**config.mk**
```make
export PLATFORM = sky130hd
export DESIGN_NAME = inertial_integrator
export DESIGN_NICKNAME = d
export VERILOG_FILES = /design/src/rtl/segway_pkg.sv /design/src/rtl/gyro_offset_cal.sv /design/src/rtl/inertial_integrator.sv
export SDC_FILE = /design/constraint.sdc
export NUM_CORES = 1
export LEC_CHECK = 0
export BUFFER_PORTS_ARGS = -buffer_cell sky130_fd_sc_hd__buf_4
export CORE_MARGIN = 5
export CORE_UTILIZATION = 40
export DETAILED_ROUTE_END_ITERATION = 10
export GPL_ROUTABILITY_DRIVEN = 0
export PLACE_DENSITY = 0.58
export SLEW_MARGIN = 10
export SYNTH_ARGS = -nofsm -noshare
export SYNTH_HDL_FRONTEND = slang
export SYNTH_SLANG_ARGS = --single-unit
export TNS_END_PERCENT = 10
```
**constraint.sdc**
```tcl
create_clock -name clk -period 13.2 [get_ports clk]
set_input_delay 1.98 -clock clk [delete_from_list [all_inputs] [get_ports clk]]
set_output_delay 1.98 -clock clk [all_outputs]
set_load 0.005 [all_outputs]
```
**src/rtl/segway_pkg.sv**
```systemverilog
// rtl/segway_pkg.sv - shared types and constants for the segway balance datapath
package segway_pkg;

  typedef enum logic [0:0] {
    CAL = 1'b0,
    RUN = 1'b1
  } state_t;

  // Accelerometer-to-angle gain, applied before a >>>13.
  localparam int ACC_GAIN = 327;

  function automatic logic signed [15:0] sat16(input logic signed [16:0] v);
    if (v[16] != v[15]) return v[16] ? 16'sh8000 : 16'sh7FFF;
    else return v[15:0];
  endfunction

endpackage

```
**src/rtl/gyro_offset_cal.sv**
```systemverilog
// rtl/gyro_offset_cal.sv - averages 2^CAL_SAMPLES_LOG2 gyro samples into a rate offset
module gyro_offset_cal
  import segway_pkg::*;
#(
  parameter int CAL_SAMPLES_LOG2 = 4
) (
  input  logic                clk,
  input  logic                rst,
  input  logic                clr,
  input  logic                sample,
  input  logic signed [15:0]  rate_raw,
  output logic signed [15:0]  offset,
  output logic                last
);

  logic signed [19:0]          acc;
  logic signed [19:0]          acc_next;
  logic [CAL_SAMPLES_LOG2-1:0] cnt;

  assign acc_next = acc + 20'(rate_raw);
  assign last     = sample && (&cnt);

  always_ff @(posedge clk) begin
    if (rst) begin
      acc    <= '0;
      cnt    <= '0;
      offset <= '0;
    end else if (clr) begin
      acc <= '0;
      cnt <= '0;
    end else if (sample) begin
      if (last) begin
        // The completing sample is part of the average.
        offset <= 16'(acc_next >>> CAL_SAMPLES_LOG2);
        acc    <= '0;
        cnt    <= '0;
      end else begin
        acc <= acc_next;
        cnt <= cnt + 1'b1;
      end
    end
  end

endmodule

```
**src/rtl/inertial_integrator.sv**
```systemverilog
// rtl/inertial_integrator.sv - gyro/accel complementary pitch integrator feeding the PID
module inertial_integrator
  import segway_pkg::*;
#(
  parameter logic signed [15:0] AZ_OFFSET        = 16'shFE80,
  parameter int                 FUSION_STEP      = 1024,
  parameter int                 CAL_SAMPLES_LOG2 = 4
) (
  input  logic               clk,
  input  logic               rst,
  input  logic               vld,
  input  logic               recal,
  input  logic signed [15:0] ptch_rt_raw,
  input  logic signed [15:0] AZ,
  output logic signed [15:0] ptch,
  output logic signed [15:0] ptch_rt,
  output logic               ptch_vld,
  output logic               cal_done
);

  state_t             state;
  logic signed [26:0] integ;
  logic signed [15:0] offset;
  logic               cal_last;
  logic               cal_sample;
  logic               run_sample;

  logic signed [16:0] rate_diff;
  logic signed [15:0] rate_corr;
  logic signed [16:0] az_diff;
  logic signed [26:0] acc_prod;
  logic signed [15:0] ptch_acc;
  logic signed [26:0] fusion;
  logic signed [26:0] integ_next;

  // recal dominates a coincident vld: the sample is dropped entirely.
  assign cal_sample = vld && !recal && (state == CAL);
  assign run_sample = vld && !recal && (state == RUN);
  assign cal_done   = (state == RUN);

  gyro_offset_cal #(
    .CAL_SAMPLES_LOG2(CAL_SAMPLES_LOG2)
  ) u_cal (
    .clk      (clk),
    .rst      (rst),
    .clr      (recal),
    .sample   (cal_sample),
    .rate_raw (ptch_rt_raw),
    .offset   (offset),
    .last     (cal_last)
  );

  assign rate_diff = {ptch_rt_raw[15], ptch_rt_raw} - {offset[15], offset};
  assign rate_corr = sat16(rate_diff);

  // 17-bit difference times a 10-bit gain fits in 27 bits without overflow.
  assign az_diff  = {AZ[15], AZ} - {AZ_OFFSET[15], AZ_OFFSET};
  assign acc_prod = 27'(az_diff) * 27'(ACC_GAIN);
  assign ptch_acc = 16'(acc_prod >>> 13);

  assign fusion     = (ptch_acc > ptch) ? 27'(FUSION_STEP) : -27'(FUSION_STEP);
  assign integ_next = integ - 27'(rate_corr) + fusion;

  always_ff @(posedge clk) begin
    if (rst) begin
      state    <= CAL;
      integ    <= '0;
      ptch     <= '0;
      ptch_rt  <= '0;
      ptch_vld <= 1'b0;
    end else begin
      ptch_vld <= 1'b0;
      if (recal) state <= CAL;
      else if (cal_last) state <= RUN;

      if (run_sample) begin
        ptch_rt  <= rate_corr;
        integ    <= integ_next;
        ptch     <= integ_next[26:11];
        ptch_vld <= 1'b1;
      end
    end
  end

endmodule
```
### After elaboration in Yosys (flattened, before gate mapping)

Index checks and enable logic that the tools add are counted.

* flip-flop bits (word level): 101
* output and inout port bits: 34
* input bits: 36
* logic and storage cells: 33

* multiplexer cells: 6
* $lt $le $gt $ge: 1
* reductions and logical operators: 8
* equality and inequality tests: 1
* multipliers: 1
* add/sub/neg operators: 6
* bitwise logic cells: 2

Operator list (number)
* 16-bit two-way mux: 2
* 27-bit adder: 1
* 17-bit by 10-bit multiplier with 27-bit output (second input constant): 1
* 27-bit two-way mux: 1
* 27-bit by 16-bit subtractor with 27-bit output: 1
* 20-bit by 16-bit adder with 20-bit output: 1
* 20-bit two-way mux: 1
* 16-bit by 10-bit subtractor with 17-bit output (second input constant): 1
* 16-bit by 16-bit subtractor with 17-bit output: 1
* 14-bit by 16-bit greater-than comparator with 1-bit output: 1
* 4-bit by 1-bit adder with 4-bit output (second input constant): 1
* 1-bit logical AND: 4
* 4-bit two-way mux: 1
* 4-bit AND reduction: 1
* 3-bit AND reduction: 1
* 1-bit NOT: 2
* 2-bit OR reduction: 1
* 1-bit zero test: 1
* 1-bit two-way mux: 1
* 1-bit != test: 1

### Logic depth before layout (Yosys ltp)

* depth after elaboration: 5
* mapped depth: 42
* depth with buffers taken out: 41

### By module

A second synthesis with hierarchy kept.

* cell total of the unflattened synthesis: 1257
* area, all modules: 10408.7 sq um

By module, submodules not included
* inertial_integrator: cells each 938, instances 1, seq. area each 900.9 sq um, area an instance 7786.2 sq um
* gyro_offset_cal: cells each 319, instances 1, seq. area each 800.8 sq um, area an instance 2622.5 sq um

### Worst setup path after synthesis

OpenSTA, ideal clock, no wires.

* kind: input to register
* start point: input port AZ[8]
* end point: register ptch[15]
* library setup time: 0.121 ns
* buffers on the path: 1
* data required time: 13.079 ns
* setup slack: 2.240 ns
* stages: 38
* arrival: 10.839 ns
* cell sequence: or2_2 > and3_1 > clkbuf_1 > nand2_1 > nand2_1 > inv_1 > ha_1 > ha_1 > fa_1 > fa_1 > inv_1 > fa_1 > inv_1 > ha_1 > a21oi_1 > nor2b_1 > o21ai_0 > nand2b_1 > (+2 left out) > nor2_1 > o21ai_2 > xnor2_1 > ha_1 > nand3b_1 > o41ai_4 > inv_1 > fa_1 > inv_1 > ha_1 > nor2_1 > a21oi_1 > nand2_1 > a211oi_2 > nor2_1 > a31oi_1 > mux2i_1 > mux2_2

* longest elaborated chain between the ends: 5

Ends and longest elaborated chain
* from (decl): line inertial_integrator.sv:14 `input logic signed [15:0] AZ,`
* 16-bit by 10-bit subtractor with 17-bit output: line inertial_integrator.sv:57 `assign az_diff = {AZ[15], AZ} - {AZ_OFFSET[15], AZ_OFFSET};`
* 17-bit by 10-bit multiplier with 27-bit output: line inertial_integrator.sv:58 `assign acc_prod = 27'(az_diff) * 27'(ACC_GAIN);`
* 14-bit by 16-bit greater-than comparator with 1-bit output: line inertial_integrator.sv:61 `assign fusion = (ptch_acc > ptch) ? 27'(FUSION_STEP) : -27'(FUSION_STEP);`
* 27-bit two-way mux: line inertial_integrator.sv:61
* 27-bit adder: line inertial_integrator.sv:62 `assign integ_next = integ - 27'(rate_corr) + fusion;`
* to (signal assigned): line inertial_integrator.sv:79 `ptch <= integ_next[26:11];`
* to (decl): line inertial_integrator.sv:15 `output logic signed [15:0] ptch,`

Every way passes these cells.
A chain may end at the register's enable or synchronous reset.

### Final worst setup path

* start point: input port AZ[7]
* end point: register ptch[15]

The elaborated chain is that of the path after synthesis.

==> flow_summary_export.csv <==
group,metric,value,unit
routing,ant_nets,0,
grt,use_met3,2.51,%
timing,fin_crit_sh,85.8,%
timing,worst_pin_slew,1.07,ns
clock_network,post_cts_buffers,0,
die,die_area,0.0279,mm2
grt,grt_pass1_wl,38.7,mm
logic_synthesis,synth_commonest_cells,"ha_1 (171), inv_1 (156), nand2_1 (111)",
placement,place_inst,1518,
logic_synthesis,ys_seq_area_share,17.3,%
power,leakage,4.96,nW
clock_network,path_clk_slew,0.06,ns
grt,antenna_found_initial,0,
power,pwr-share-clk,14.4,%
final_layout,area_delta_synth_final,10.4,%
power,p_sw_share,45.8,%
final_layout,stdcell_count,1534,
routing,dr.pass1.iters,5,
setup_path,cp_data_required_time,13.44,ns
clock_network,hold_buffers,0,
timing,finalSetupViolations,0,
die,core-area,0.0243,mm2
logic_synthesis,synth.most_common_cell,"ha_1",
setup_path,start_kind,"input port",
power,p_int,0.000950,W
final_layout,final_net_count,1474,
logic_synthesis,synth_edf_count,0,
grt,overflow,0,
worst_hold_path,hold_class,"flip-flop to flip-flop",
grt,grt_pass1_vias,7568,
die,io_pins,70,
logic_synthesis,synth_flop_cell,"dfxtp_1",
timing,period_needed,11.33,ns
setup_path,critPathKind,"input port to flip-flop",
timing,slew_headroom,28.4,%
setup_path,cpMaxStageDelayCell,"fa_1",
logic_synthesis,yosys.area.top_type,"ha_1",
timing,finalClockSkew,0.0142,ns
clock_network,clock_latency,0.36,ns
clock_network,cts_buffers,9,
clock_network,root_buffer,"clkbuf_16",
timing,setup_tns,0,ns
grt,track_usage,16.7,%
grt,use_met2,28.1,%
power,power_density,161,mW/mm2
routing,drtIter0Drc,353,
routing,routed-via-count,7860,
timing,drv_slew,0,
logic_synthesis,ys_seq_elements,85,
final_layout,fin_util,44.7,%
routing,drc,0,
routing,wl_per_cell,15.2,um
grt,grt_start_max_net_pins,67,
setup_path,slowest_delay,0.55,ns
setup_path,end_kind,"flip-flop",
run_status,status,"completed",
die,die_y,167,um
logic_synthesis,yosys_warnings,0,
timing,finalHoldViolCount,0,
power,p_total,0.00175,W
timing,fin_ws,1.87,ns
routing,vias_per_cell,5.12,
power,p_sw,0.000801,W
final_layout,drive_gt1_share,10.7,%
setup_path,critPathArrivalTime,11.56,ns
final_layout,diodes,0,
setup_path,crit_fanout,13,
placement,place_ws,1.42,ns
placement,io_buffers,69,
logic_synthesis,synth.cell_area,0.00985,mm2
clock_network,clock_sinks,85,
logic_synthesis,avgSynthCellArea,8.46,um2
logic_synthesis,synth_top_area_share,21.7,%
power,sequentialPowerShare,14.8,%
logic_synthesis,async_reset_ff_share,0,%
logic_synthesis,syn_nets,1434,
clock_network,cts_tree,"yes",
clock_network,cts_resized,0,
timing,fmax,0.0883,GHz
power,peakVddDrop,0.115,mV
grt,use_met1,23.2,%
clock_network,htreeDepth,3,
logic_synthesis,yosys-top-cells-area,"ha_1 (22%), dfxtp_1 (17%), fa_1 (13%)",
die,initial_utilization,40.5,%
routing,drt_wl_total,23.3,mm
power,p_comb_share,70.8,%
timing,rsz0062_at_grt,"no",
placement,dp_hpwl,18.9,mm
logic_synthesis,synth_cell_types,76,
clock_network,cts_max_path_buffers,2,
grt,busiest_layer,"met2",
die,std_cell_rows,57,
die,die_w,167,um
job,drv_cap,0,
logic_synthesis,syn_inst,1165,
[power groups by stage]
stage	Clock (W)	Combinational (W)	Sequential, W
after floorplan	0	0.000976	0.000265
after CTS	0.000263	0.00125	0.000259
final	0.000252	0.00124	0.000259
after global routing	0.000272	0.00142	0.000259
after detailed placement	0	0.00124	0.000265
after global placement	0	0.00123	0.000265
[through the flow]
stage	hold WS [ns]	cell area (um2)
finish	0.452	10900
global route	0.476	10900
CTS	0.453	10900
detailed placement	0.444	10600
global placement	0.442	10600
floorplan	0.432	9850
[final timing paths]
kind / startpoint / to / slack [ns] / depth (start not counted)
worst max-delay path: AZ[7] / ptch[15] / 1.87 / 42
worst min-delay path: integ[10] / integ[10] / 0.45 / 2
worst max register to register: u_cal.offset[2] / ptch[14] / 6.87 / 26
worst min register to register: integ[10] / integ[10] / 0.45 / 2
[routing by layer]
layer	up-vias	part of all wire, %	wire length, um
met5	-	0	0
met4	0	0.89	208
met3	16	3.1	726
met2	95	47	11000
met1	3703	49	11400
li1	4046	-	-
[cells in the final DEF (no fill, tap or decap), types with 5 or more instances in the layout]
| cell type | count |
|---|---|
| inv_1 | 156 |
| a31oi_1 | 7 |
| xor2_1 | 30 |
| a21o_1 | 23 |
| a211oi_1 | 17 |
| nand2_1 | 111 |
| ha_1 | 171 |
| o21ai_0 | 28 |
| nor3_1 | 15 |
| a22oi_1 | 12 |
| o21bai_1 | 10 |
| nor2_1 | 85 |
| o21ai_1 | 5 |
| nand4_1 | 8 |
| xnor2_1 | 47 |
| fa_1 | 62 |
| o21a_1 | 15 |
| and3_1 | 5 |
| buf_4 | 75 |
| nor2b_1 | 7 |
| a21oi_2 | 6 |
| nand3b_1 | 6 |
| nand3_1 | 17 |
| nand2b_1 | 13 |
| clkbuf_16 | 9 |
| dfxtp_1 | 85 |
| a21oi_1 | 94 |
[registers in the layout, indices dropped and copies added (netlist names)]
| register | cells |
|---|---|
| integ | 11 |
| ptch | 16 |
| u_cal.cnt | 4 |
| u_cal.offset | 16 |
| u_cal.acc | 20 |
| ptch_vld | 1 |
| cal_done | 1 |
| ptch_rt | 16 |
[cell type report]
| type | count | area (um2) |
|---|---|---|
| clock inverter | 6 | 51.3 |
| tap | 324 | 405 |
| sequential | 85 | 1700 |
| timing repair buffer | 75 | 563 |
| inverter | 156 | 586 |
| fill | 2425 | 13400 |
| clock buffer | 10 | 239 |
| multi-input combinational | 878 | 7330 |
[worst max-delay path: cells and delay by family]
kind,cells,cell delay (ns)
fa+ha+maj,10,3.98
compound gates,11,2.14
xor+xnor,2,0.56
buf+inv,8,1.10
mux,2,0.58
simple gates,9,1.25
[cells by family (layout without fill, tap and decap cells)]
| group | after synthesis | after routing | share of synthesized area (%) |
|---|---|---|---|
| and+or+nand+nor | 296 | 296 | 13.8 |
| muxes | 4 | 4 | 0.419 |
| buffers and inverters | 202 | 247 | 8.33 |
| AOI/OAI and AO/OA | 267 | 267 | 18.8 |
| xor gates and xnor gates | 78 | 78 | 7.01 |
| DFF | 85 | 85 | 17.3 |
| adders and majority gates | 233 | 233 | 34.3 |
(Power assumes the default switching activity.)
